===== src/rtl/mips_instr_encoder_pkg.sv =====
// Opcode constants, instruction word layouts and FSM encoding shared by the
// MIPS instruction encoder and the core's opcode decoder.
package mips_instr_encoder_pkg;

   localparam logic [5:0] OP_R_FORMAT = 6'd0;
   localparam logic [5:0] OP_J        = 6'd2;
   localparam logic [5:0] OP_JAL      = 6'd3;
   localparam logic [5:0] OP_BEQ      = 6'd4;
   localparam logic [5:0] OP_ADDIU    = 6'd9;
   localparam logic [5:0] OP_LW       = 6'd35;
   localparam logic [5:0] OP_SW       = 6'd43;

   typedef enum logic [1:0] {
      ST_IDLE = 2'd0,
      ST_LOAD = 2'd1,
      ST_DONE = 2'd2
   } state_t;

   typedef enum logic [1:0] {
      FMT_R,
      FMT_I,
      FMT_J,
      FMT_NONE
   } fmt_t;

   typedef struct packed {
      logic [5:0] op;
      logic [4:0] rs;
      logic [4:0] rt;
      logic [4:0] rd;
      logic [4:0] shamt;
      logic [5:0] funct;
   } r_word_t;

   typedef struct packed {
      logic [5:0]  op;
      logic [4:0]  rs;
      logic [4:0]  rt;
      logic [15:0] imm;
   } i_word_t;

   typedef struct packed {
      logic [5:0]  op;
      logic [25:0] target;
   } j_word_t;

   function automatic fmt_t op_format(input logic [5:0] op);
      fmt_t f;
      case (op)
         OP_R_FORMAT:                       f = FMT_R;
         OP_ADDIU, OP_LW, OP_SW, OP_BEQ:    f = FMT_I;
         OP_J, OP_JAL:                      f = FMT_J;
         default:                           f = FMT_NONE;
      endcase
      return f;
   endfunction

endpackage


===== src/rtl/mips_instr_encoder_instr_pack.sv =====
// Packs request fields into a 32-bit MIPS word and flags decodable opcodes.
// Combinational, zero latency; no flow control of its own.
// Backpressure: none, the caller decides when the result is used.
module mips_instr_encoder_instr_pack
   import mips_instr_encoder_pkg::*;
(
   input  logic [5:0]  op,
   input  logic [4:0]  rs,
   input  logic [4:0]  rt,
   input  logic [4:0]  rd,
   input  logic [4:0]  shamt,
   input  logic [5:0]  funct,
   input  logic [15:0] imm,
   input  logic [25:0] target,
   output logic [31:0] word,
   output logic        legal
);

   r_word_t r_w;
   i_word_t i_w;
   j_word_t j_w;

   always_comb begin
      r_w   = '{op: op, rs: rs, rt: rt, rd: rd, shamt: shamt, funct: funct};
      i_w   = '{op: op, rs: rs, rt: rt, imm: imm};
      j_w   = '{op: op, target: target};
      word  = '0;
      legal = 1'b1;
      case (op_format(op))
         FMT_R:   word = r_w;
         FMT_I:   word = i_w;
         FMT_J:   word = j_w;
         default: legal = 1'b0;
      endcase
   end

endmodule


===== src/rtl/mips_instr_encoder.sv =====
// Program loader: encodes one request per handshake and writes consecutive imem words.
// Latency: handshake in cycle N gives im_we in cycle N+1; count updates at end of N+1.
// Backpressure: req_ready low outside LOAD, during start, and once the final write is issued.
module mips_instr_encoder
   import mips_instr_encoder_pkg::*;
#(
   parameter int ADDR_W    = 6,
   parameter int BASE_ADDR = 0
) (
   input  logic              clk,
   input  logic              rst,
   input  logic              start,
   input  logic              req_valid,
   output logic              req_ready,
   input  logic [5:0]        req_op,
   input  logic [4:0]        req_rs,
   input  logic [4:0]        req_rt,
   input  logic [4:0]        req_rd,
   input  logic [4:0]        req_shamt,
   input  logic [5:0]        req_funct,
   input  logic [15:0]       req_imm,
   input  logic [25:0]       req_target,
   input  logic              req_last,
   output logic              im_we,
   output logic [ADDR_W-1:0] im_addr,
   output logic [31:0]       im_wdata,
   output logic              busy,
   output logic              done,
   output logic              err,
   output logic              overflow,
   output logic [ADDR_W:0]   count
);

   localparam logic [ADDR_W-1:0] BASE    = ADDR_W'(BASE_ADDR);
   localparam logic [ADDR_W-1:0] PTR_ONE = ADDR_W'(1);
   localparam logic [ADDR_W-1:0] LAST    = BASE - PTR_ONE;
   localparam logic [ADDR_W:0]   CNT_ONE = (ADDR_W+1)'(1);

   state_t            state_q, state_d;
   logic [ADDR_W-1:0] ptr_q, ptr_d;
   logic [ADDR_W-1:0] addr_q, addr_d;
   logic [ADDR_W:0]   count_q, count_d;
   logic [31:0]       wdata_q, wdata_d;
   logic              we_q, we_d;
   logic              err_q, err_d;
   logic              ovf_q, ovf_d;
   logic              fin_q, fin_d;
   logic              fill_q, fill_d;
   logic [31:0]       pack_word;
   logic              pack_legal;
   logic              hs;

   mips_instr_encoder_instr_pack u_pack (
      .op     (req_op),
      .rs     (req_rs),
      .rt     (req_rt),
      .rd     (req_rd),
      .shamt  (req_shamt),
      .funct  (req_funct),
      .imm    (req_imm),
      .target (req_target),
      .word   (pack_word),
      .legal  (pack_legal)
   );

   // fin_q: the write in flight is the last of the load, so stop accepting now.
   assign req_ready = (state_q == ST_LOAD) && !start && !fin_q;
   assign hs        = req_valid && req_ready;

   always_comb begin
      state_d = state_q;
      ptr_d   = ptr_q;
      addr_d  = addr_q;
      count_d = count_q;
      wdata_d = wdata_q;
      we_d    = 1'b0;
      err_d   = err_q;
      ovf_d   = ovf_q;
      fin_d   = fin_q;
      fill_d  = fill_q;

      if (we_q) begin
         count_d = count_q + CNT_ONE;
         if (fin_q) begin
            state_d = ST_DONE;
            fin_d   = 1'b0;
         end
         if (fill_q) begin
            ovf_d  = 1'b1;
            fill_d = 1'b0;
         end
      end

      if (hs) begin
         if (pack_legal) begin
            we_d    = 1'b1;
            addr_d  = ptr_q;
            wdata_d = pack_word;
            ptr_d   = ptr_q + PTR_ONE;
            fin_d   = req_last || (ptr_q == LAST);
            fill_d  = !req_last && (ptr_q == LAST);
         end else begin
            err_d = 1'b1;
            if (req_last) begin
               state_d = ST_DONE;
            end
         end
      end

      // An in-flight write still lands (addr/wdata already registered), but its count is dropped.
      if (start) begin
         state_d = ST_LOAD;
         ptr_d   = BASE;
         count_d = '0;
         err_d   = 1'b0;
         ovf_d   = 1'b0;
         fin_d   = 1'b0;
         fill_d  = 1'b0;
      end
   end

   always_ff @(posedge clk or posedge rst) begin
      if (rst) begin
         state_q <= ST_IDLE;
         ptr_q   <= BASE;
         addr_q  <= BASE;
         count_q <= '0;
         wdata_q <= '0;
         we_q    <= 1'b0;
         err_q   <= 1'b0;
         ovf_q   <= 1'b0;
         fin_q   <= 1'b0;
         fill_q  <= 1'b0;
      end else begin
         state_q <= state_d;
         ptr_q   <= ptr_d;
         addr_q  <= addr_d;
         count_q <= count_d;
         wdata_q <= wdata_d;
         we_q    <= we_d;
         err_q   <= err_d;
         ovf_q   <= ovf_d;
         fin_q   <= fin_d;
         fill_q  <= fill_d;
      end
   end

   assign im_we    = we_q;
   assign im_addr  = addr_q;
   assign im_wdata = wdata_q;
   assign busy     = (state_q == ST_LOAD);
   assign done     = (state_q == ST_DONE);
   assign err      = err_q;
   assign overflow = ovf_q;
   assign count    = count_q;

endmodule


===== config.mk =====
export PLATFORM = sky130hd
export DESIGN_NAME = mips_instr_encoder
export DESIGN_NICKNAME = d
export VERILOG_FILES = /design/src/rtl/mips_instr_encoder_pkg.sv /design/src/rtl/mips_instr_encoder_instr_pack.sv /design/src/rtl/mips_instr_encoder.sv
export SDC_FILE = /design/constraint.sdc
export NUM_CORES = 1
export LEC_CHECK = 0
export ABC_CLOCK_PERIOD_IN_PS = 1900
export CAP_MARGIN = 20
export CORE_ASPECT_RATIO = 1.75
export CORE_MARGIN = 2
export CORE_UTILIZATION = 38
export CTS_CLUSTER_DIAMETER = 80
export DETAILED_ROUTE_END_ITERATION = 12
export PLACE_DENSITY = 0.76
export REMOVE_ABC_BUFFERS = 1
export SETUP_SLACK_MARGIN = 0.2
export SLEW_MARGIN = 40
export SYNTH_ARGS = -nofsm -noshare
export SYNTH_HDL_FRONTEND = slang
export SYNTH_HIERARCHICAL = 1
export SYNTH_SLANG_ARGS = --single-unit

===== constraint.sdc =====
create_clock -name clk -period 1.9 [get_ports clk]
set_clock_uncertainty 0.1 [all_clocks]
set_input_delay 0.38 -clock clk [delete_from_list [all_inputs] [get_ports clk]]
set_output_delay 0.38 -clock clk [all_outputs]
set_load 0.01 [all_outputs]

---- Word-level counts from Yosys, hierarchy flattened ----
Cells that the tools add are included.
word-level totals
  register bits ........................... 58
  word-level logic and storage cells ...... 75
  input port bits ......................... 79
  output and inout port bits .............. 51
operators by class
  mux-type cells .......................... 30
  reductions and logical operators ........ 21
  equality and inequality tests ........... 12
  $add $sub $neg .......................... 2
operators with widths
  cell                                                                   count
  32-bit one-hot mux with 3 select lines                                 1
  6-bit equality test, second input constant                             3
  6-bit two-way mux                                                      3
  1-bit two-way mux                                                      17
  7-bit two-way mux                                                      2
  6-bit by 2-bit equality test with 1-bit output, second input constant  2
  2-bit two-way mux                                                      6
  2-bit AND reduction                                                    4
  2-bit nonzero test                                                     4
  7-bit by 1-bit adder with 7-bit output, second input constant          1
  6-bit by 1-bit adder with 6-bit output, second input constant          1
  6-bit by 3-bit equality test with 1-bit output, second input constant  1
  6-bit by 4-bit equality test with 1-bit output, second input constant  1
  6-bit zero test                                                        1
  2-bit one-hot mux with 3 select lines                                  1
  2-bit by 1-bit equality test with 1-bit output, second input constant  2
  2-bit equality test, second input constant                             2
  1-bit logical AND                                                      4
  4-bit OR reduction                                                     1
  1-bit zero test                                                        3
  3-bit OR reduction                                                     1
  2-bit zero test                                                        1
  2-bit != test, second input constant                                   1
  2-bit OR reduction                                                     1
  1-bit logical OR                                                       1

---- Longest topological paths before layout ----
  depth after elaboration ................. 9
  mapped depth ............................ 8
  depth with buffers taken out ............ 6

---- Hierarchy ----
The synthesis kept the hierarchy.
by module, submodules not included
  module                         area each (µm²)  cells an instance  seq. area each (µm²)  times used
  mips_instr_encoder             2383.5           178                1451.4                1
  mips_instr_encoder_instr_pack  596.8            73                 0.0                   1

---- Least setup slack after synthesis ----
Ideal clock, no wire load.
  path type ............................... in2reg
  from .................................... input req_op[2]
  to ...................................... register fill_q
  slack ................................... -379 ps
  arrival ................................. 2052 ps
  library setup time ...................... 128 ps
  buffers on the path ..................... 1
  cell stages on the path ................. 7
  data required time ...................... 1672 ps
  cells stage by stage .................... nand2b_1 > or3b_1 > a21oi_1 > nand3b_1 > nor2_2 > buf_4 > mux2_1
between the ends
  cells in the longest elaborated chain, start to end .. 9
  elaborated cells between the ends (all ways) .. 18
  those cells by class .................... eq/ne: 8; mux: 5; reduce/logical: 5
ends and longest elaborated chain
  item                                                                    line                                 text
  from (decl)                                                             mips_instr_encoder.sv:15             input logic [5:0] req_op,
  6-bit by 4-bit equality test with 1-bit output (tied with other cells)  mips_instr_encoder_pkg.sv:49         case (op)
  4-bit OR reduction or 2-bit OR reduction (tied branches)                mips_instr_encoder_pkg.sv:49
  2-bit one-hot mux with 3 select lines (*)                               mips_instr_encoder_pkg.sv:49
  2-bit by 1-bit equality test with 1-bit output (tied with other cells)  mips_instr_encoder_instr_pack.sv:29  case (op_format(op))
  3-bit OR reduction (no line) (*)                                        --
  1-bit two-way mux (*)                                                   mips_instr_encoder_instr_pack.sv:29
  named net pack_legal                                                    mips_instr_encoder.sv:50             logic pack_legal;
  1-bit two-way mux (*)                                                   mips_instr_encoder.sv:95             if (pack_legal) begin
  1-bit two-way mux (*)                                                   mips_instr_encoder.sv:94             if (hs) begin
  1-bit two-way mux (*)                                                   mips_instr_encoder.sv:111            if (start) begin
  named net fill_d                                                        mips_instr_encoder.sv:48             logic fill_q, fill_d;
  to (signal assigned)                                                    mips_instr_encoder.sv:144            fill_q <= fill_d;
  to (decl)                                                               mips_instr_encoder.sv:48
Mark *: on every way through the listed nets, which the timed path passes. The rest lies on a longest branch.
A chain may end at the register's enable or synchronous reset.

---- Worst setup path in the final report ----
  from .................................... input req_op[3]
  to ...................................... register ptr_q[3]
between the ends
  cells in the longest elaborated chain, start to end .. 8
  elaborated cells between the ends (all ways) .. 17
  those cells by class .................... eq/ne: 8; mux: 2; reduce/logical: 7
ends and longest elaborated chain
  item                                                                    line                                 text
  6-bit by 4-bit equality test with 1-bit output (tied with other cells)  mips_instr_encoder_pkg.sv:49
  4-bit OR reduction or 2-bit OR reduction (tied branches)                mips_instr_encoder_pkg.sv:49
  2-bit one-hot mux with 3 select lines (*)                               mips_instr_encoder_pkg.sv:49
  2-bit by 1-bit equality test with 1-bit output (tied with other cells)  mips_instr_encoder_instr_pack.sv:29
  3-bit OR reduction (no line) (*)                                        --
  1-bit two-way mux (*)                                                   mips_instr_encoder_instr_pack.sv:29
  named net pack_legal                                                    mips_instr_encoder.sv:50
  2-bit nonzero test (no line) (*)                                        --
  2-bit AND reduction (no line) (*)                                       --
  to (signal assigned)                                                    mips_instr_encoder.sv:136            ptr_q <= ptr_d;
  to (decl)                                                               mips_instr_encoder.sv:40             logic [ADDR_W-1:0] ptr_q, ptr_d;
Marked as above.

==> metrics.md <==
| Metric | Value |
|---|---|
| Worst stage delay on the critical path | 0.41 ns |
| Yosys warning count | 6 |
| Crit. End Element | flop |
| Core area | 7570 um^2 |
| Max-capacitance violation count | 0 |
| Cell chosen for the clock root | sky130_fd_sc_hd__clkbuf_16 |
| Fraction of the core area covered by cells at the end of the flow | 0.724 |
| Count of unresolved DRC violations after routing | 0 |
| Minimum clock period | 2.12 ns |
| Total area of sequential cells | 1450 um^2 |
| Count of endpoints failing hold in the final timing report | 0 |
| Share of total power in the clock network | 0.439 |
| Total Wirelength | 9590 um |
| Share of layout cells above drive strength 1 | 0.367 |
| Share of the synthesized area in the top cell type | 0.487 |
| Mux contribution to synthesized area | 0.158 |
| Post-layout instance count excluding filler cells | 524 |
| Clock insertion delay at the later pin of the skew report | 0.32 ns |
| EDFF count, synth | 0 |
| Share of synthesized cell area in full adder, half adder and majority cells | 0.00840 |
| Synthesized area divided by synthesized cell count | 11.9 um^2 |
| Run status | complete, but fails checks |
| Iter 0 DRT Violations | 99 |
| Failing checks | negative setup slack |
| NumNets Final | 513 |
| Count of different cell masters after synthesis | 47 |
| Summed instance area of the synthesized netlist | 2980 um^2 |
| Data arrival time of the critical path | 2.26 ns |
| PwrDens | 613 nW/um^2 |
| Count of antenna diodes in the layout | 0 |
| Critical path class | in -> reg |
| Global-route total usage across every layer | 0.226 |
| Share of total power consumed by net switching | 0.230 |
| Drt wl/cell | 18.3 um |
| Vias in the first global route | 2981 |
| Vias per cell | 5.32 |
| Compound-gate portion of the synthesized area | 0.178 |
| First-pass GRT wire length | 15000 um |
| Height of the die | 121 um |
| Worst-path clk slew | 0.05 ns |
| Worst path required time | 2.04 ns |
| CTS tree | built |
| Minimum hold slack | 0.278 ns |
| Worst setup SP type | input port |
| Number of cells in the design after placement | 485 |
| Number of max-slew violations in the final report | 0 |
| Top area cells in the synthesized netlist | sky130_fd_sc_hd__dfrtp_1 49%, sky130_fd_sc_hd__mux2_1 15%, sky130_fd_sc_hd__a22o_2 5.4% |
| Effective utilization at floorplan | 0.394 |
| Worst-path maximum fanout | 6 |
| Number of antenna violations at the first check in global routing | 0 |
| Critical Path Most Common Cell | sky130_fd_sc_hd__buf_6 |
| Synth Area in XOR/XNOR | 0.0118 |
| Total of fill cells in the finished design | 555 |
| Hold crit path type | in -> async |
| Most instantiated flip-flop cell in the synthesis netlist | sky130_fd_sc_hd__dfrtp_1 |
| Sum of negative setup slack | -4.93 ns |
| Remaining number of nets flagged by the antenna check after routing | 0 |
| Maximum number of pins on one net before global-route repair | 24 |
| Final setup margin | -0.215 ns |
| Proportion of synthesized chip area in sequential cells | 0.487 |
| Basic-gate share of the synthesized area counting and, or, nand and nor cells | 0.122 |
| Async set-or-reset flop fraction in the synthesized netlist | 1.00 |
| Net switching power | 0.774 mW |
| Commonest cells in the netlist | 58 x sky130_fd_sc_hd__dfrtp_1, 40 x sky130_fd_sc_hd__mux2_1, 17 x sky130_fd_sc_hd__a21o_1, 16 x sky130_fd_sc_hd__a22o_2, 12 x sky130_fd_sc_hd__a21oi_1 |
| Buffers from clock root to sink, at most | 2 |
| Fraction of power consumed by sequential logic | 0.390 |
| Io pins | 130 |
| Slowest cell on the critical path | sky130_fd_sc_hd__or4_1 |
| Largest vdd supply drop | 0.000598 V |
| Site Rows | 42 |
| Total Power Consumption | 3.36 mW |
| Area occupied by multi-input gates | 1690 um^2 |
| Cell type with the highest aggregate area in the netlist | sky130_fd_sc_hd__dfrtp_1 |
| Most used standard cell by instance count after synthesis | sky130_fd_sc_hd__dfrtp_1 |
| Leakage | 2.98 nW |
| Count of endpoints failing setup in the final report | 38 |
| Fraction of the cycle the final worst path needs | 1.11 |
| Layout Area Growth over Synthesis | 83.8% |
| Via count | 2790 |
| Main combinational cell family by area after synthesis | compound AO/OA/AOI/OAI gates |
| Clock sink total | 58 |
| Gate power share | 0.171 |
| CTS H-tree lvls | 3 |
| TritonCTS buffer count | 9 |
| Number of synthesized register bits | 58 |
| List of cells traversed by the critical path | buf_2 > nor2b_4 > or3b_4 > a21oi_4 > nand3b_1 > buf_4 > buf_6 > buf_6 > or4_1 > a21oi_1 |
| Peak clock frequency supported by timing | 0.473 GHz |
| Die outline area | 8600 um^2 |
| Post-synthesis cell count | 251 |
| Internal power | 2.59 mW |
| Final Wtd Congestion | 0.854 |
| Unrepaired setup endpoints after global routing | yes |
| Width of the chip | 70.9 um |
| Post-detail-place hpwl | 6240 um |
| Iteration count of the initial detailed-routing pass | 4 |
| Global route overflow | 0 |
| Number of buffer cells added on primary ports | 129 |
## power by group through the flow
stage | sequential (mW) | clock, mW | combinational [mW]
floorplan | 1.35 | 0 | 0.118
global placement | 1.32 | 0 | 0.499
detailed placement | 1.33 | 0 | 0.507
CTS | 1.31 | 1.50 | 0.557
global route | 1.32 | 1.55 | 0.614
finish | 1.31 | 1.48 | 0.575
## layout make-up
type                       instances  area share
timing repair buffer             185       0.357
multi-input combinational        177       0.308
sequential                        58       0.265
tap                               88      0.0201
clock buffer                      12      0.0468
inverter                           1    0.000685
clock inverter                     3     0.00274
## timing repair
action,in CTS,in global routing
gates cloned,4,0
hold buffers,0,0
resized for setup,124,44
pin swaps,14,12
endpoints found under the setup margin,76,69
setup buffers,14,6
## path summary, 6_finish.rpt
check	start	endpoint	slack (ns)	cells past startpoint
min in group clk	err	err	0.40	2
worst max register to register	state_q[1]	im_wdata[6]	-0.13	8
worst min register to register	err	err	0.40	2
worst max-delay path	req_op[3]	ptr_q[3]	-0.22	10
worst min-delay path	rst	im_wdata[3]	0.28	2
max in group asynchronous	rst	state_q[0]	0.96	3
## registers in the layout, indices dropped and copies added, names as in the netlist
register	count
count	7
err	1
fill_q	1
fin_q	1
im_addr	6
im_wdata	32
im_we	1
overflow	1
ptr_q	6
state_q	2
## per-stage QoR
step | instance area, um^2 | setup slack, ns
6_report | 5480 | -0.215
3_5_place_dp | 4620 | -0.803
5_1_grt | 5480 | -0.325
4_1_cts | 5300 | -0.195
3_3_place_gp | 4620 | -0.747
2_1_floorplan | 2880 | -1.20
## cells by family (layout without fill, tap and decap cells)
group                      count (synthesis)  after routing
and+or+nand+nor                           60             60
AOI/OAI and AO/OA                         68             68
buffers and inverters                     16            201
xor gates and xnor gates                   4              4
other                                      1              1
adders and majority gates                  2              2
muxes                                     42             42
DFF                                       58             58
## worst max-delay path, delay by kind of cell
family / cells / cell delay (ns)
AND/OR/NAND/NOR: 4 / 1.08
buffers and inverters: 4 / 0.52
AO/OA/AOI/OAI: 2 / 0.29
## routing by layer
metal,up-vias,share of wire,GRT usage
met5,-,0,0
met4,0,0.023,0.0837
met3,16,0.065,0.0565
met2,105,0.55,0.422
met1,1377,0.36,0.238
li1,1292,-,-
## placed cells by master, fill, tap and decap left out, types with 3 or more instances in the layout
master                             n
sky130_fd_sc_hd__xor2_1            3
sky130_fd_sc_hd__a21o_1           17
sky130_fd_sc_hd__mux2_4           40
sky130_fd_sc_hd__buf_4            25
sky130_fd_sc_hd__dfrtp_1          58
sky130_fd_sc_hd__clkbuf_16         9
sky130_fd_sc_hd__a22o_1           10
sky130_fd_sc_hd__a22o_2           16
sky130_fd_sc_hd__buf_8             3
sky130_fd_sc_hd__nand2_1           7
sky130_fd_sc_hd__nor3_1            3
sky130_fd_sc_hd__and2_1            3
sky130_fd_sc_hd__buf_12            8
sky130_fd_sc_hd__clkinv_2          3
sky130_fd_sc_hd__buf_6            17
sky130_fd_sc_hd__dlygate4sd2_1    28
sky130_fd_sc_hd__clkdlybuf4s50_1  74
sky130_fd_sc_hd__buf_16            4
sky130_fd_sc_hd__nor2_1            9
sky130_fd_sc_hd__dlymetal6s2s_1   19
sky130_fd_sc_hd__or3_1             3
sky130_fd_sc_hd__buf_2             6
sky130_fd_sc_hd__a21oi_1           8
sky130_fd_sc_hd__a21oi_2           4
sky130_fd_sc_hd__nand3_1           5
sky130_fd_sc_hd__nor2b_1           3
(Power assumes the default switching activity.)
